===== config.mk =====
export PLATFORM = sky130hd
export DESIGN_NAME = alu_bitserial_seq
export DESIGN_NICKNAME = d
export VERILOG_FILES = /design/src/rtl/alu_pkg.sv /design/src/rtl/alu_1bit.sv /design/src/rtl/alu_bitserial_seq.sv
export SDC_FILE = /design/constraint.sdc
export NUM_CORES = 1
export LEC_CHECK = 0
export BUFFER_PORTS_ARGS = -buffer_cell sky130_fd_sc_hd__buf_2
export CORE_AREA = 2 2 135 137
export CTS_BUF_LIST = sky130_fd_sc_hd__clkbuf_16
export DETAILED_ROUTE_END_ITERATION = 8
export DIE_AREA = 0 0 137 139
export SYNTH_ARGS = -nofsm -noshare
export SYNTH_HDL_FRONTEND = slang
export SYNTH_SLANG_ARGS = --single-unit

===== constraint.sdc =====
create_clock -name clk -period 3.2 [get_ports clk]
set_clock_uncertainty 0.15 [all_clocks]
set_input_delay 0.64 -clock clk [delete_from_list [all_inputs] [get_ports clk]]
set_output_delay 0.64 -clock clk [all_outputs]
set_load 0.1 [all_outputs]

===== src/rtl/alu_pkg.sv =====
// alu_pkg
// Shared definitions for the bit-serial ALU sequencer and its 1-bit slice:
//   - sel[3:2] operation-class field values
//   - sel[1:0] sub-op codes for the arithmetic B-mux and the logic ops
//   - sequencer FSM state type
package alu_pkg;

  // sel[3:2]: operation class
  localparam logic [1:0] SEL_ARITH = 2'b00;
  localparam logic [1:0] SEL_LOGIC = 2'b01;
  localparam logic [1:0] SEL_SHR   = 2'b10;
  localparam logic [1:0] SEL_SHL   = 2'b11;

  // sel[1:0] in the arithmetic class: selects the B-mux operand
  localparam logic [1:0] ADD_ZERO  = 2'b00;
  localparam logic [1:0] ADD_B     = 2'b01;
  localparam logic [1:0] ADD_NOTB  = 2'b10;
  localparam logic [1:0] ADD_ONES  = 2'b11;

  // sel[1:0] in the logic class
  localparam logic [1:0] AND       = 2'b00;
  localparam logic [1:0] OR        = 2'b01;
  localparam logic [1:0] XOR       = 2'b10;
  localparam logic [1:0] NOT       = 2'b11;

  typedef enum logic [1:0] {
    IDLE = 2'b00,
    RUN  = 2'b01,
    DONE = 2'b10
  } state_e;

endpackage


===== src/rtl/alu_1bit.sv =====
// alu_1bit
// One bit slice of the ALU. Purely combinational.
// Ports:
//   ai_i, bi_i   : operand bits A[i], B[i]
//   cini_i       : carry into this bit
//   a_prev_i     : A[i+1] (source bit for shift right)
//   a_next_i     : A[i-1] (source bit for shift left)
//   sel_i[3:0]   : op code (class in [3:2], sub-op in [1:0])
//   fi_o         : result bit
//   couti_o      : carry out (arithmetic class only, 0 otherwise)
module alu_1bit
  import alu_pkg::*;
(
  input  logic       ai_i,
  input  logic       bi_i,
  input  logic       cini_i,
  input  logic       a_prev_i,
  input  logic       a_next_i,
  input  logic [3:0] sel_i,
  output logic       fi_o,
  output logic       couti_o
);

  logic bm_s;

  // B-mux for the arithmetic class
  always_comb begin
    bm_s = 1'b0;
    case (sel_i[1:0])
      ADD_ZERO: bm_s = 1'b0;
      ADD_B:    bm_s = bi_i;
      ADD_NOTB: bm_s = ~bi_i;
      ADD_ONES: bm_s = 1'b1;
      default:  bm_s = 1'b0;
    endcase
  end

  // Result bit and carry out for the selected class
  always_comb begin
    fi_o    = 1'b0;
    couti_o = 1'b0;
    case (sel_i[3:2])
      SEL_ARITH: begin
        fi_o    = ai_i ^ bm_s ^ cini_i;
        couti_o = (ai_i & bm_s) | (ai_i & cini_i) | (bm_s & cini_i);
      end
      SEL_LOGIC: begin
        case (sel_i[1:0])
          AND:     fi_o = ai_i & bi_i;
          OR:      fi_o = ai_i | bi_i;
          XOR:     fi_o = ai_i ^ bi_i;
          NOT:     fi_o = ~ai_i;
          default: fi_o = 1'b0;
        endcase
      end
      SEL_SHR: fi_o = a_prev_i;
      SEL_SHL: fi_o = a_next_i;
      default: fi_o = 1'b0;
    endcase
  end

endmodule


===== src/rtl/alu_bitserial_seq.sv =====
// alu_bitserial_seq
// Executes one W-bit ALU operation over W cycles through a single alu_1bit
// slice, LSB first, with the slice carry registered between cycles.
// Ports:
//   clk, rst_n            : clock, asynchronous active-low reset
//   op_valid / op_ready   : request handshake; a, b, sel, cin latched on accept
//   res_valid / res_ready : response handshake; held in DONE until consumed
//   result, cout, ovf, zero : registered results, stable while res_valid
module alu_bitserial_seq
  import alu_pkg::*;
#(
  parameter int W  = 32,
  parameter int CW = $clog2(W)
) (
  input  logic         clk,
  input  logic         rst_n,
  input  logic         op_valid,
  output logic         op_ready,
  input  logic [3:0]   sel,
  input  logic         cin,
  input  logic [W-1:0] a,
  input  logic [W-1:0] b,
  output logic         res_valid,
  input  logic         res_ready,
  output logic [W-1:0] result,
  output logic         cout,
  output logic         ovf,
  output logic         zero
);

  state_e        state_q, state_d;
  logic [CW-1:0] cnt_q, cnt_d;
  logic [W-1:0]  a_q, a_d;
  logic [W-1:0]  b_q, b_d;
  logic [3:0]    sel_q, sel_d;
  logic          carry_q, carry_d;
  logic [W-1:0]  sr_q, sr_d;
  logic          op_ready_q, op_ready_d;
  logic          res_valid_q, res_valid_d;
  logic [W-1:0]  result_q, result_d;
  logic          cout_q, cout_d;
  logic          ovf_q, ovf_d;
  logic          zero_q, zero_d;

  logic          ai_s, bi_s, a_prev_s, a_next_s;
  logic          fi_s, couti_s;
  logic          arith_s, last_s;
  logic [W-1:0]  shifted_s;

  // Slice operand selection for the current bit index
  always_comb begin
    ai_s     = a_q[cnt_q];
    bi_s     = b_q[cnt_q];
    last_s   = (cnt_q == CW'(W - 1));
    arith_s  = (sel_q[3:2] == SEL_ARITH);
    // Neighbour bits fall off the ends of the operand as zeros
    if (last_s) begin
      a_prev_s = 1'b0;
    end else begin
      a_prev_s = a_q[cnt_q + CW'(1)];
    end
    if (cnt_q == {CW{1'b0}}) begin
      a_next_s = 1'b0;
    end else begin
      a_next_s = a_q[cnt_q - CW'(1)];
    end
  end

  alu_1bit u_slice (
    .ai_i     (ai_s),
    .bi_i     (bi_s),
    .cini_i   (carry_q),
    .a_prev_i (a_prev_s),
    .a_next_i (a_next_s),
    .sel_i    (sel_q),
    .fi_o     (fi_s),
    .couti_o  (couti_s)
  );

  // New bit enters at the MSB so bit 0 ends up at the bottom after W shifts
  assign shifted_s = {fi_s, sr_q[W-1:1]};

  // Next-state and datapath update
  always_comb begin
    state_d     = state_q;
    cnt_d       = cnt_q;
    a_d         = a_q;
    b_d         = b_q;
    sel_d       = sel_q;
    carry_d     = carry_q;
    sr_d        = sr_q;
    op_ready_d  = op_ready_q;
    res_valid_d = res_valid_q;
    result_d    = result_q;
    cout_d      = cout_q;
    ovf_d       = ovf_q;
    zero_d      = zero_q;
    case (state_q)
      IDLE: begin
        if (op_valid) begin
          a_d        = a;
          b_d        = b;
          sel_d      = sel;
          carry_d    = cin;
          cnt_d      = {CW{1'b0}};
          op_ready_d = 1'b0;
          state_d    = RUN;
        end else begin
          state_d    = IDLE;
        end
      end
      RUN: begin
        sr_d = shifted_s;
        if (arith_s) begin
          carry_d = couti_s;
        end else begin
          carry_d = 1'b0;
        end
        if (last_s) begin
          // carry_q here is the carry into the MSB, couti_s the carry out of it
          result_d    = shifted_s;
          cout_d      = arith_s & couti_s;
          ovf_d       = arith_s & (carry_q ^ couti_s);
          zero_d      = (shifted_s == {W{1'b0}});
          res_valid_d = 1'b1;
          cnt_d       = {CW{1'b0}};
          state_d     = DONE;
        end else begin
          cnt_d       = cnt_q + CW'(1);
        end
      end
      DONE: begin
        if (res_ready) begin
          res_valid_d = 1'b0;
          op_ready_d  = 1'b1;
          state_d     = IDLE;
        end else begin
          state_d     = DONE;
        end
      end
      default: begin
        res_valid_d = 1'b0;
        op_ready_d  = 1'b1;
        state_d     = IDLE;
      end
    endcase
  end

  // State and datapath registers
  always_ff @(posedge clk or negedge rst_n) begin
    if (!rst_n) begin
      state_q     <= IDLE;
      cnt_q       <= {CW{1'b0}};
      a_q         <= {W{1'b0}};
      b_q         <= {W{1'b0}};
      sel_q       <= 4'b0000;
      carry_q     <= 1'b0;
      sr_q        <= {W{1'b0}};
      op_ready_q  <= 1'b1;
      res_valid_q <= 1'b0;
      result_q    <= {W{1'b0}};
      cout_q      <= 1'b0;
      ovf_q       <= 1'b0;
      zero_q      <= 1'b0;
    end else begin
      state_q     <= state_d;
      cnt_q       <= cnt_d;
      a_q         <= a_d;
      b_q         <= b_d;
      sel_q       <= sel_d;
      carry_q     <= carry_d;
      sr_q        <= sr_d;
      op_ready_q  <= op_ready_d;
      res_valid_q <= res_valid_d;
      result_q    <= result_d;
      cout_q      <= cout_d;
      ovf_q       <= ovf_d;
      zero_q      <= zero_d;
    end
  end

  assign op_ready  = op_ready_q;
  assign res_valid = res_valid_q;
  assign result    = result_q;
  assign cout      = cout_q;
  assign ovf       = ovf_q;
  assign zero      = zero_q;

endmodule

Word level (Yosys, flattened, before mapping) --
Cells that the tools add are included.
Word-level totals: flip-flop bits (word level) 145, output and inout port bits 37, word-level logic and storage cells 88
Cells by class: reductions and logical operators 11, eq/ne operators 12, bitwise gates (word level) 17, add/sub/neg operators 2, muxes and demuxes 30, $lt $le $gt $ge 3
Operator list (number):
- logical NOT 32 bit | 1
- binary-select mux 1 bit (select 5 bit) | 4
- < comparator 5 x 6 -> 1 bit (second input constant) | 3
- two-way mux 1 bit | 14
- one-hot mux 1 bit (4 select lines) | 3
- == test 2 bit (second input constant) | 5
- two-way mux 5 bit | 2
- one-hot mux 5 bit (2 select lines) | 1
- AND 1 bit | 6
- == test 2 x 1 -> 1 bit (second input constant) | 3
- logical NOT 2 bit | 3
- inequality test 2 bit (second input constant) | 3
- one-hot mux 1 bit (3 select lines) | 2
- one-hot mux 2 bit (3 select lines) | 1
- AND reduction 2 bit | 3
- AND reduction 3 bit | 2
- adder 5 x 1 -> 5 bit (second input constant) | 1
- == test 5 bit (second input constant) | 1
- logical NOT 5 bit | 1
- subtractor 5 x 1 -> 5 bit (second input constant) | 1
- two-way mux 2 bit | 2
- NOT 1 bit | 4
- XOR 1 bit | 4
- OR 1 bit | 3
- 2 further kinds | 2

Logic depth before layout (Yosys ltp) --
Gate-level depths: netlist of the first run.
depth after elaboration 10, gate-level depth with buffers 15, gate-level depth less buffers 13

Cells and area by module --
Synthesis of the first run repeated with hierarchy kept, for this count alone.
Unflattened totals: cell total of the unflattened synthesis 639, area total of the unflattened synthesis 6721.4 µm²
Modules (own cells, without submodules):
- alu_bitserial_seq | cells an instance 627, instances 1, sequential area each 3604.7 µm², area an instance 6597.6 µm²
- alu_1bit | cells an instance 12, instances 1, sequential area each 0.0 µm², area an instance 123.9 µm²

Worst setup path before layout of the first run --
OpenSTA, ideal clock, no wires.
path type flip-flop to flip-flop, from reg cnt_q[0], to reg zero_q, in the netlist zero, library setup time 0.124 ns, period minus slack after synthesis 3.303 ns, data required time 2.926 ns, slack -0.103 ns, stages on the path, launching flop included 11, arrival time 3.029 ns, cell sequence dfrtp_1 -> buf_6 -> buf_12 -> mux4_1 -> mux4_2 -> mux2i_4 -> mux2_4 -> fa_1 -> nor3_1 -> and3b_1 -> a211o_1
Between the ends: cells in the longest elaborated chain, start to end 8, elaborated cells between the ends (all ways) 26, those cells by class add/sub (2); eq/ne (1); mux (13); bitwise (7); reduce/logical (3)
Ends and longest elaborated chain:
- from (decl) | line alu_bitserial_seq.sv:32 | logic [CW-1:0] cnt_q, cnt_d;
- from (signal assigned) | line alu_bitserial_seq.sv:153 | cnt_q <= {CW{1'b0}};
- from (signal assigned) | line alu_bitserial_seq.sv:167 | cnt_q <= cnt_d;
- branches (longest 8 deep; another with subtractor 5 x 1 -> 5 bit)
- to (signal assigned) | line alu_bitserial_seq.sv:178 | zero_q <= zero_d;
- to (decl) | line alu_bitserial_seq.sv:43 | logic zero_q, zero_d;
Parallel ways; which one is timed is not known. The select of a mux whose other input is x is not followed. A chain may end at the register's enable or synchronous reset.

Worst setup path in the final report of the first run --
Same ends and word-level chain as after synthesis.

==> results.txt, run 1 <==
- Status: complete, but fails checks
- The checks that failed: negative setup slack.
* Power per unit of standard cell area: 1180 nW/um^2
- Global-route wire length before repair: 24.1 mm
* Slowest stage delay, CP: 0.52 ns
- A synthesized cell averages 12.6 um^2.
- Cell-by-cell trace of the critical path: buf_6 -> mux4_2 -> mux4_2 -> mux2i_4 -> mux2_4 -> fa_1 -> nor3_2 -> and3b_1 -> a211o_1
- Post-synth cell types: 46
- Post-synthesis net count: 625
* Largest net degree at the start of global routing: 66
- Total core area: 17700 um^2
* Share of layout cells above drive strength 1: 43.2%
- 110 I/O pins were placed.
* Clock tree from TritonCTS: built
- Counting every sink on the clock net gives 144.
* Worst-path maximum fanout: 6
- The longest clock path from root to sink contains 2 buffers.
* Post-synth top area share: 51.8%
- Arrival time at the worst endpoint: 3.39 ns
- The floorplan step set the die width to 137 um.
- Number of buffers inserted by port buffering: 109
* RSZ-0062 raised after global routing: yes
* Category of the worst setup path launch point: register
* Antenna Cells: 0
- Hold repair after CTS inserted 0 buffers.
- After detailed routing, the number of remaining DRC violations is 0.
- The detailed router placed 4675 vias in this run.
- GRT overflow: 0
- Summed over all layers, the routed wires come to 14.7 mm.
- Final worst slack: -0.0407 ns
* FFs w/ async S/R, synth: 100%
* Biggest area contributors in the synthesized netlist: dfrtp_1 (52%), mux2_2 (16%), nand2_1 (6.2%)
* Number of nets in the final layout: 744
- The setup path with the least slack is of type reg2reg.
* Half-perimeter wire length after placement: 10.6 mm
- The worst-case IR drop observed on VDD is 0.582 mV.
* Initial DRC Count: 222
* Final Hold Vio Count: 0
- The clock reaches the later pin of the worst-skew pair after 0.42 ns.
* Number of buffers added by the clock tree synthesis step: 17
* Final GP Congestion: 0.804
* Post-synthesis cell type with the largest combined area: dfrtp_1
* Final routed wire length divided by cell count: 16.2 um
- Prior to clock tree synthesis, the placed netlist has a worst setup slack of -0.0747 ns.
- Global routing consumed, over all layers together, 16.1% of the routing resources.
- Most numerous cell in the Yosys netlist: dfrtp_1
* Static Leak: 4.05 nW
- Count of H-tree levels built during CTS: 4
- Required arrival time at the worst endpoint: 3.35 ns
* Path class of the lowest-slack min-delay path: in2async
- The synthesized design contains 144 register bits.
- Share of the cycle needed by the critical path after routing: 101%
* End of the worst register-to-register path: zero$_DFFE_PN0P_
- Number of pins with negative max-slew slack in the final report: 0
- The worst setup path is captured at a register.
* Logic depth of the worst register-to-register path: 9
- Most used flip-flop cell after synthesis: dfrtp_1
- FMAX: 309 MHz
- After synthesis the cells add up to 6900 um^2.
- Measured against its own limit, the worst slew margin works out to 49.8%.
- The number of global-route vias before repair was 4709.
- Final setup violation count: 1
* Vertical die dimension: 139 um
- CP max stage cell: mux4_2
- In the synthesized netlist, the number of instances is 546.
* Number of antenna violations at the first check in global routing: 1
- Floorplan die area: 19000 um^2
- Setup slack on the worst flop-to-flop path: -0.04 ns
* Drt via density: 5.15
- Clock-pin slew was measured on the worst setup and hold paths at 0.07 ns.
- In this run, synthesis inferred 0 flip-flops with an integrated enable.
- At the pin with the least slew margin, the transition time is 0.753 ns.
- Minimum hold slack: 0.0522 ns
- Post-detailed-route count of antenna-violating nets: 0
- Yosys printed 0 warnings.
* Standard-cell rows: 49
- The root buffer cell chosen for the clock tree is clkbuf_16.
- The first TritonRoute pass finished after 4 iterations.
* Crit Reg-Reg Startpoint: cnt_q[0]$_DFFE_PN0P_
- Summing internal, switching and leakage power gives 9.96 mW.
- Sorting the synthesized cells by how often they occur yields dfrtp_1 (143), nand2_1 (114), mux2_2 (99).
- From synthesis to final layout, the design area changed by 22.1%.
* Post-synthesis sequential area ratio: 52.2%
- Max Cap Viol: 0
* Final worst path period need: 3.24 ns
* Effective utilization at floorplan: 39.1%
- In this design, the critical path's most frequently occurring cell is mux4_2.
what timing repair did:
action / 4_1_cts / 5_1_grt
resized for setup: 7 / 7
setup endpoints to repair: 3 / 5
pin swaps: 1 / 2
gates cloned: 0 / 0
buffers inserted: 0 / 1
worst max-delay path, delay by kind of cell (launching register included):
| kind | cells | cell delay [ns] |
|---|---|---|
| flip-flops | 1 | 0.37 |
| multiplexers | 4 | 1.52 |
| AO/OA/AOI/OAI | 1 | 0.22 |
| AND/OR/NAND/NOR | 2 | 0.21 |
| adder cells (fa/ha/maj) | 1 | 0.50 |
| buffers and inverters | 1 | 0.14 |
metal layers:
| layer | GRT usage [%] | vias to the layer above | share of wire (%) |
|---|---|---|---|
| met3 | 3.91 | 22 | 4.2 |
| met4 | 6.51 | 0 | 2.0 |
| li1 | - | 2197 | - |
| met1 | 21.9 | 2350 | 46 |
| met2 | 24.7 | 106 | 48 |
| met5 | 0 | - | 0 |
how the worst max path moves through the flow:
stage                                     from          endpoint  cells after the start
after floorplan           cnt_q[0]$_DFFE_PN0P_  zero$_DFFE_PN0P_                     10
after global placement    cnt_q[0]$_DFFE_PN0P_  zero$_DFFE_PN0P_                      9
after detailed placement  cnt_q[0]$_DFFE_PN0P_  zero$_DFFE_PN0P_                      9
after CTS                 cnt_q[0]$_DFFE_PN0P_  zero$_DFFE_PN0P_                      9
after global routing      cnt_q[0]$_DFFE_PN0P_  zero$_DFFE_PN0P_                      9
final                     cnt_q[0]$_DFFE_PN0P_  zero$_DFFE_PN0P_                      9
registers in the layout, summed over array words and instances (netlist names), 2 cells and up:
signal   flops
a_q         32
b_q         32
cnt_q        5
result      32
sel_q        4
sr_q        31
state_q      2
cell families after synthesis:
kind of cell / Yosys count / share of synthesized area [%]
XOR/XNOR: 4 / 0.507
flip-flops: 144 / 52.2
buffers and inverters: 37 / 2.68
AND/OR/NAND/NOR: 165 / 10.3
AO/OA/AOI/OAI: 38 / 3.62
multiplexers: 152 / 29.5
adder cells (fa/ha/maj): 6 / 1.20
power breakdown:
part	internal [mW]	switching, mW
registers	2.59	0.697
clock network	1.10	0.839
logic	2.20	2.53
cell type report:
type | instances | area (um^2)
Clock buffer | 17 | 425
Sequential cell | 144 | 3600
Inverter | 4 | 15.0
Tap cell | 229 | 287
Multi-Input combinational cell | 365 | 3130
Clock inverter | 15 | 149
Timing Repair Buffer | 133 | 815
Fill cell | 1635 | 9230
cells in the final DEF, fill, tap and decap left out, drive strengths merged, types with 3 or more instances in the layout:
cell type	instances
dfrtp	143
buf	133
nand2	114
mux2	100
mux2i	26
mux4	26
clkbuf	17
nor2	15
o21ai	12
inv	12
nor4	8
nand3	6
clkinv	6
a21oi	5
ha	5
nor2b	5
a22oi	4
nand2b	4
xor2	4
nor3	4
o31ai	4
a2111oi	3
per-stage QoR:
stage | TNS, ns | utilization, % | cells | area, um^2
CTS | -0.0448 | 47.5 | 906 | 8390
detailed placement | -0.0889 | 44.3 | 874 | 7820
finish | -0.0407 | 47.7 | 907 | 8430
floorplan | -0.0745 | - | 546 | 6890
global route | -0.464 | 47.7 | 907 | 8430
global placement | -0.00907 | 44.3 | 874 | 7820
No activity file was read; power rests on OpenSTA's default activity.
==> inputs of run 2 (changes only) <==
Settings changed: CTS_BUF_LIST sky130_fd_sc_hd__clkbuf_16 to sky130_fd_sc_hd__clkbuf_8 sky130_fd_sc_hd__clkbuf_16.
==> results.txt, run 2 (synthesis results as in run 1) <==
- Longest Clk Path Bufs: 2
- Largest vdd supply drop: 0.577 mV
- Clock network fraction of design power: 19.6%
* Global-route wire length before repair: 24.1 mm
- End-of-flow core utilization: 47.8%
- Count of fill cells added during filler insertion: 1634
- Before antenna repair, the detailed router went through 4 iterations.
* Worst-path maximum fanout: 6
- The internal portion of the total power is 5.92 mW.
- GRT overflow: 0
- STA classifies the critical path endpoint as a register.
* Design Power: 9.97 mW
- Drt via density: 5.14
* Die width: 137 um
- Minimum hold slack: 0.0562 ns
- In this run the remaining antenna-violating nets after routing total 0.
- Final Hold Vio Count: 0
- In the final layout, the multi-input gates occupy 3130 um^2.
* Dpl cells: 874
- Slew at the pin with the worst max-slew slack: 0.761 ns
- Via count of the first global-routing pass: 4719
- Root buffer cell: clkbuf_16
- STA puts the critical path data required time at 3.35 ns.
- Setup repair after global routing could not meet its margin everywhere.
* Reg area: 3600 um^2
* Category of the worst setup path launch point: register
- Setup violations remaining at the end of the flow were counted as 1.
- Cells with a size suffix above 1 make up 43.4% of the layout.
- Standard-cell rows: 49
- The flow ran to the end, but the final reports show violations.
- The final route contains 4665 vias.
* GR Util All Layers: 16.0%
- Detailed-route DRC error count: 0
* Half-perimeter wire length after placement: 10.6 mm
- Total core area: 17700 um^2
* Effective utilization at floorplan: 39.1%
- In this run the worst setup path begins at cnt_q[0]$_DFFE_PN0P_.
- Clock transition at the register clock pins on the worst setup and hold paths after CTS: 0.07 ns
- Number of pins with negative max-slew slack in the final report: 0
- For this design, the sink count on the clock tree is 144.
- Final GP Congestion: 0.804
* Cts-stage hold buffer count: 0
- By startpoint and endpoint, the worst setup path is classified as reg2reg.
* FMAX: 309 MHz
- Violations in the final reports: negative setup slack
- Logic depth of the worst register-to-register path: 9
- Aggregate routed wire length: 14.6 mm
- Share of the cycle needed by the critical path after routing: 101%
- The H-tree was split into 4 levels.
- Registers are responsible for 32.9% of the overall power.
- Dividing the detail-routed wire length by the instance count gives 16.1 um.
- Once layout is complete, the cells apart from fillers number 907.
* Final worst slack: -0.0392 ns
- Summed over all nets, the switching power comes to 4.06 mW.
- Power spread over the standard cell area amounts to 1180 nW/um^2.
* Layout overhead on the synthesized area: 22.2%
- Vertical die dimension: 139 um
- The number of antenna violations at the first check in global routing was 1.
* Remaining max-slew budget at the tightest pin: 49.3%
- Antenna Cells: 0
- The floorplan step defined a die boundary enclosing 19000 um^2.
* Arrival time at the worst endpoint: 3.39 ns
* Crit Reg-Reg Startpoint: cnt_q[0]$_DFFE_PN0P_
* Leading cell type in the layout, fill and taps excluded: dfrtp_1
* Design area: 8440 um^2
- The detailed router finished its first iteration with 224 violations.
* Fraction of power consumed by combinational cells: 47.5%
- For this run, the post-layout net count is 744.
* Largest net degree at the start of global routing: 66
* Commonest non-fill, non-tap cells in the layout: dfrtp_1 (143), nand2_1 (114), buf_2 (108), mux2_2 (99), mux2i_1 (25)
- Max Cap Viol: 0
- Cell area after placement: 7820 um^2
- The count of buffers added on input and output ports is 109.
- For this design the top-level I/O count stands at 110.
* Path class of the lowest-slack min-delay path: in2async
- Clock tree from TritonCTS: built
- For this design the static power due to leakage is 4.06 nW.
- Number of buffers added by the clock tree synthesis step: 17
* Switching power as a share of total power: 40.7%
- Final worst path period need: 3.24 ns
- Insertion delay to the later sink of the worst-skew pair: 0.41 ns
[run 2: cell types whose count changed in the layout (fill, tap and decap cells not counted)]
cell      previous run  this run
clkbuf_8             0         1
clkinv_1             1         0
[run 2: per-stage QoR]
step	setup TNS, ns	setup WS, ns
detailed placement	-0.0889	-0.0747
floorplan	-0.0745	-0.0745
finish	-0.0392	-0.0392
CTS	-0.0484	-0.0455
global route	-0.463	-0.176
global placement	-0.00907	-0.00907
[run 2: worst max-delay path: stages, from the launching register on]
cell,delay (ns)
dfrtp_1,0.37
buf_6,0.14
mux4_2,0.50
mux4_2,0.52
mux2i_4,0.18
mux2_4,0.32
fa_1,0.50
nor3_2,0.05
and3b_1,0.16
a211o_1,0.22
[run 2: layer usage]
layer	track usage (%)	up-vias	wire (um)
met1	21.9	2335	6670
met4	6.19	0	245
met3	3.80	20	634
met2	24.7	108	7050
met5	0	-	0
li1	-	2202	-
[run 2: repair_timing]
item / in CTS / in global routing
setup endpoints to repair: 3 / 5
setup buffers: 0 / 1
endpoints found under the hold margin: 0 / 0
gates resized for setup: 7 / 7
pin swaps: 1 / 2
[run 2: final cells by class]
type / instances / area share (%)
repair buffers: 133 / 9.65
clock buffers: 18 / 5.20
inverters: 4 / 0.178
well taps: 229 / 3.40
clock inverters: 14 / 1.72
flip-flops and latches: 144 / 42.7
multi-input cells: 365 / 37.1
[run 2: power by group through the flow]
stage	registers, mW	clock network, mW	logic (mW)
6_report	3.29	1.95	4.73
5_1_grt	3.41	2.09	5.11
4_1_cts	3.29	2.00	4.67
3_5_place_dp	3.32	0	4.62
3_3_place_gp	3.28	0	4.50
2_1_floorplan	3.81	0	2.93
[run 2: path summary, 6_finish.rpt]
path / to / slack (ns)
setup / recovery: zero$_DFFE_PN0P_ / -0.04
hold / removal: result[6]$_DFFE_PN0P_ / 0.06
setup reg to reg: zero$_DFFE_PN0P_ / -0.04
hold reg to reg: ovf$_DFFE_PN0P_ / 0.33
max in group asynchronous: b_q[15]$_DFFE_PN0P_ / 2.09
min in group clk: b_q[12]$_DFFE_PN0P_ / 0.30
